### src/rtl/oflow_pkg.sv
// Shared definitions for the overflow status reporter: header byte,
// frame sizing helper and the reporter FSM state encoding.
package oflow_pkg;

  localparam logic [7:0] HDR_DEFAULT = 8'h4F;

  // Number of data bytes needed to carry n channel flags.
  function automatic int nb(input int n);
    return (n + 7) / 8;
  endfunction

  typedef enum logic [1:0] {
    IDLE  = 2'd0,
    SEND  = 2'd1,
    CLEAR = 2'd2
  } state_e;

endpackage

### src/rtl/oflow_status_reporter.sv
// Snapshots the sticky overflow flags on request, streams them out as
// HDR, D0..D(NB-1), CHK over a valid/ready byte port, then pulses a clear
// back to exactly the channels that were reported.
module oflow_status_reporter
  import oflow_pkg::*;
#(
  parameter int         N_CH = 9,
  parameter logic [7:0] HDR  = HDR_DEFAULT
) (
  input  logic            clk,
  input  logic            rst_n,
  input  logic [N_CH-1:0] oflow_state,
  input  logic            rd_req,
  input  logic            tx_ready,
  output logic [7:0]      tx_data,
  output logic            tx_valid,
  output logic [N_CH-1:0] oflow_Clr,
  output logic            busy,
  output logic            oflow_any
);

  localparam int NB    = nb(N_CH);
  localparam int IDX_W = $clog2(NB + 2);
  localparam logic [IDX_W-1:0] LAST_IDX = IDX_W'(NB + 1);

  state_e            state_q, state_d;
  logic [IDX_W-1:0]  idx_q, idx_d;
  logic [N_CH-1:0]   snap_q, snap_d;
  logic              pend_q, pend_d;
  logic              oflow_any_q, oflow_any_d;

  logic [NB*8-1:0]   snap_pad;
  logic [7:0]        chk;
  logic [7:0]        byte_sel;

  // Zero-pad the snapshot to whole bytes and fold the data bytes into CHK.
  always_comb begin
    snap_pad = '0;
    snap_pad[N_CH-1:0] = snap_q;
    chk = 8'h00;
    for (int i = 0; i < NB; i++) begin
      chk = chk ^ snap_pad[i*8 +: 8];
    end
  end

  // Pick the byte addressed by idx: header, data bytes, then checksum.
  always_comb begin
    byte_sel = HDR;
    if (idx_q == LAST_IDX) begin
      byte_sel = chk;
    end else begin
      for (int i = 0; i < NB; i++) begin
        if (idx_q == IDX_W'(i + 1)) begin
          byte_sel = snap_pad[i*8 +: 8];
        end
      end
    end
  end

  // Next-state logic: frame sequencing plus the one-deep pending request.
  always_comb begin
    state_d     = state_q;
    idx_d       = idx_q;
    snap_d      = snap_q;
    pend_d      = pend_q;
    oflow_any_d = |oflow_state;
    case (state_q)
      IDLE: begin
        if (rd_req || pend_q) begin
          snap_d  = oflow_state;
          idx_d   = '0;
          pend_d  = 1'b0;
          state_d = SEND;
        end
      end
      SEND: begin
        if (rd_req) begin
          pend_d = 1'b1;
        end
        if (tx_ready) begin
          if (idx_q == LAST_IDX) begin
            state_d = CLEAR;
          end else begin
            idx_d = idx_q + 1'b1;
          end
        end
      end
      CLEAR: begin
        if (rd_req) begin
          pend_d = 1'b1;
        end
        state_d = IDLE;
      end
      default: begin
        state_d = IDLE;
      end
    endcase
  end

  // State registers; reset never produces a clear pulse since snap and state are zeroed.
  always_ff @(posedge clk or negedge rst_n) begin
    if (!rst_n) begin
      state_q     <= IDLE;
      idx_q       <= '0;
      snap_q      <= '0;
      pend_q      <= 1'b0;
      oflow_any_q <= 1'b0;
    end else begin
      state_q     <= state_d;
      idx_q       <= idx_d;
      snap_q      <= snap_d;
      pend_q      <= pend_d;
      oflow_any_q <= oflow_any_d;
    end
  end

  // Outputs decode from registered state, so tx_data/tx_valid hold until accepted.
  always_comb begin
    tx_valid  = (state_q == SEND);
    tx_data   = (state_q == SEND) ? byte_sel : 8'h00;
    oflow_Clr = (state_q == CLEAR) ? snap_q : '0;
    busy      = (state_q != IDLE) || pend_q;
    oflow_any = oflow_any_q;
  end

endmodule

### config.mk
export PLATFORM = sky130hd
export DESIGN_NAME = oflow_status_reporter
export DESIGN_NICKNAME = d
export VERILOG_FILES = /design/src/rtl/oflow_pkg.sv /design/src/rtl/oflow_status_reporter.sv
export SDC_FILE = /design/constraint.sdc
export NUM_CORES = 1
export LEC_CHECK = 0
export CAP_MARGIN = 15
export CORE_MARGIN = 2
export CORE_UTILIZATION = 44
export CTS_BUF_LIST = sky130_fd_sc_hd__clkbuf_8
export DETAILED_ROUTE_END_ITERATION = 12
export PLACE_DENSITY = 0.8
export SKIP_CTS_REPAIR_TIMING = 1
export SLEW_MARGIN = 20
export SYNTH_ARGS = -nofsm -noshare
export SYNTH_HDL_FRONTEND = slang
export SYNTH_SLANG_ARGS = --single-unit
### constraint.sdc
create_clock -name clk -period 3.77 [get_ports clk]
set_input_delay 0.9425 -clock clk [delete_from_list [all_inputs] [get_ports clk]]
set_output_delay 0.9425 -clock clk [all_outputs]
set_load 0.02 [all_outputs]
==> flow_metrics.env <==
export IMPL_yosysUniqueCellTypes=24
export IMPL_rsz0062_at_grt="no"
export IMPL_cp_required_ns=2.83
export IMPL_grt_pass1_vias=820
export IMPL_htree_levels=1
export IMPL_max_freq_mhz=326
export IMPL_grt_overflow_total=0
export IMPL_finalWeightedCongestion=0.721
export IMPL_dpl_hpwl_mm=1.63
export IMPL_setup_viol=0
export IMPL_cp_startpoint="idx_q[0]"
export IMPL_grtUsageTotal_pct=18.9
export IMPL_synth_area_um2=936
export IMPL_powerDensity_nw_per_um2=825
export IMPL_route_vias_total=759
export IMPL_drive_above_1_share_pct=14.8
export IMPL_multiInputGateArea_um2=527
export IMPL_portBuffers=32
export IMPL_status="finished, final reports clean"
export IMPL_start_util_pct=47.2
export IMPL_hold_viol_final=0
export IMPL_drv_cap=0
export IMPL_die_w_um=50.1
export IMPL_synth_edf_count=0
export IMPL_clk_pin_slew_ns=0.06
export IMPL_leakagePower_nw=0.586
export IMPL_drv_slew=0
export IMPL_area_delta_synth_final_pct=41.8
export IMPL_cts_made_buffers=3
export IMPL_final_setup_tns_ns=0
export IMPL_fin_nets=144
export IMPL_syn_avg_cell_area_um2=10.6
export IMPL_yosysTopAreaCell="dfrtp_1"
export IMPL_startpoint_type="flop"
export IMPL_fp_row_count=16
export IMPL_clockRootBuffer="clkbuf_8"
export IMPL_fin_hold_ws_ns=0.530
export IMPL_ys_top_cells_by_area="dfrtp_1, mux2_2, ha_1, and2_1, and3_1"
export IMPL_max_stage_delay_ns=0.60
export IMPL_cts_sinks=15
export IMPL_insertion_delay_ns=0.25
export IMPL_worstPathArrival_ns=2.12
export IMPL_netlist_instances=88
export IMPL_critPathKind="flop to output pin"
export IMPL_hp_start="snap_q[3]"
export IMPL_core_area_um2=1980
export IMPL_slew_headroom_pct=52.2
export IMPL_critPathMaxFanout=14
export IMPL_finalCritPeriodShare_pct=81.2
export IMPL_antenna_found_initial=0
export IMPL_synth_commonest_cells="dfrtp_1, mux2_2, and2_1"
export IMPL_routed_wl_mm=2.14
export IMPL_tightest_slew_ns=0.715
export IMPL_hp_class="flop to flop"
export IMPL_die_h_um=50.1
export IMPL_n_antenna_cell=0
export IMPL_crit_chain="ha_1 > inv_1 > a2bb2oi_1 > o2111a_1 > clkdlybuf4s50_1"
export IMPL_drtIter0Drc=11
export IMPL_grt_pass1_wl_mm=3.57
export IMPL_grt_max_degree=16
export IMPL_wl_per_cell_um=14.3
export IMPL_ios=33
export IMPL_via_per_inst=5.09
export IMPL_synth_top_area_share_pct=40.1
export IMPL_cpMaxStageDelayCell="clkdlybuf4s50_1"
export IMPL_vdd_ir_drop_max_uv=427
export IMPL_fin_skew_ns=0.00339
export IMPL_yosysWarningCount=0
export IMPL_synth_fp_nets=109
export IMPL_ys_ff_latch=15
export IMPL_end_kind="output pin"
export IMPL_yosysMostFrequentCell="dfrtp_1"
export IMPL_first_pass_iters=4
export IMPL_regArea_um2=375
export IMPL_yosysSeqAreaShare_pct=40.1
export IMPL_fin_crit_ns=3.06
export IMPL_synthFlopType="dfrtp_1"
export IMPL_cts_tree="done"
export IMPL_antenna_left=0
export IMPL_nFillCells=154
export IMPL_drc=0
export IMPL_die_area_um2=2510
export IMPL_clockBufferDepth=2
export IMPL_reg2reg_from="idx_q[0]"
export IMPL_async_flop_share_pct=100
[path summary, 6_finish.rpt]
check                      slack (ns)  depth (start not counted)    endpoint
setup / recovery                 0.71                          5  tx_data[0]
max in group asynchronous        2.19                          1   oflow_any
hold reg to reg                  0.53                          1   snap_q[3]
hold / removal                   0.53                          1   snap_q[3]
setup reg to reg                 2.00                          4  state_q[1]
min in group asynchronous        1.12                          1  state_q[1]
[flip-flops by register name, summed over array words and instances (netlist names)]
signal     flops
idx_q          2
oflow_any      1
pend_q         1
snap_q         9
state_q        2
[final cells by class]
cell class	count	share of cell area, %
clock buffers	3	3.11
clock inverters	1	0.283
inverters	7	1.98
flip-flops and latches	15	28.3
repair buffers	32	24.1
multi-input cells	64	39.7
well taps	27	2.54
[worst max-delay path, delay by kind of cell (launching register included)]
family,cells,cell delay [ns]
compound gates,2,0.34
buf+inv,2,0.70
fa+ha+maj,1,0.32
flops,1,0.52
[power by group]
group | internal (mW) | switching, mW
sequential | 0.238 | 0.0743
clock | 0.0721 | 0.0568
combinational | 0.341 | 0.314
[kinds of logic (layout without fill, tap and decap cells)]
family,count (synthesis),after routing,share of synthesized area (%)
simple gates,32,32,21.8
mux,11,11,13.2
fa+ha+maj,8,8,10.7
flops,15,15,40.1
buf+inv,9,43,3.61
compound gates,13,13,10.6
[cells in the final DEF (no fill, tap or decap)]
| master | n |
|---|---|
| a211o_1 | 2 |
| a21oi_1 | 6 |
| a221oi_2 | 1 |
| a2bb2oi_1 | 1 |
| and2_1 | 9 |
| and3_1 | 5 |
| clkbuf_8 | 3 |
| clkdlybuf4s50_1 | 32 |
| dfrtp_1 | 15 |
| ha_1 | 8 |
| inv_1 | 8 |
| mux2_2 | 11 |
| nand2_1 | 1 |
| nand2b_1 | 1 |
| nand3_1 | 2 |
| nor2_1 | 4 |
| nor2b_1 | 4 |
| nor3_1 | 1 |
| nor3b_4 | 1 |
| nor4_1 | 1 |
| nor4b_1 | 2 |
| o2111a_1 | 1 |
| o21ai_2 | 1 |
| o21bai_1 | 1 |
| or2b_2 | 1 |
[metrics by stage]
step | setup WS (ns) | total power [mW] | instance area, um2 | instances | util, %
2_1_floorplan | 1.48 | 0.729 | 936 | 88 | -
3_3_place_gp | 1.03 | 0.951 | 1280 | 145 | 64.7
3_5_place_dp | 0.970 | 0.972 | 1280 | 145 | 64.7
4_1_cts | 0.694 | 1.11 | 1330 | 149 | 67.0
5_1_grt | 0.559 | 1.18 | 1330 | 149 | 67.0
6_report | 0.707 | 1.10 | 1330 | 149 | 67.0
[per-layer routing]
metal	global-route usage [%]	wire, um	up-vias
li1	-	-	374
met1	23.8	1030	355
met2	31.1	966	26
met3	4.55	113	4
met4	6.48	27	0
met5	0	0	-
Note: power is estimated with default switching activity, not from simulation.
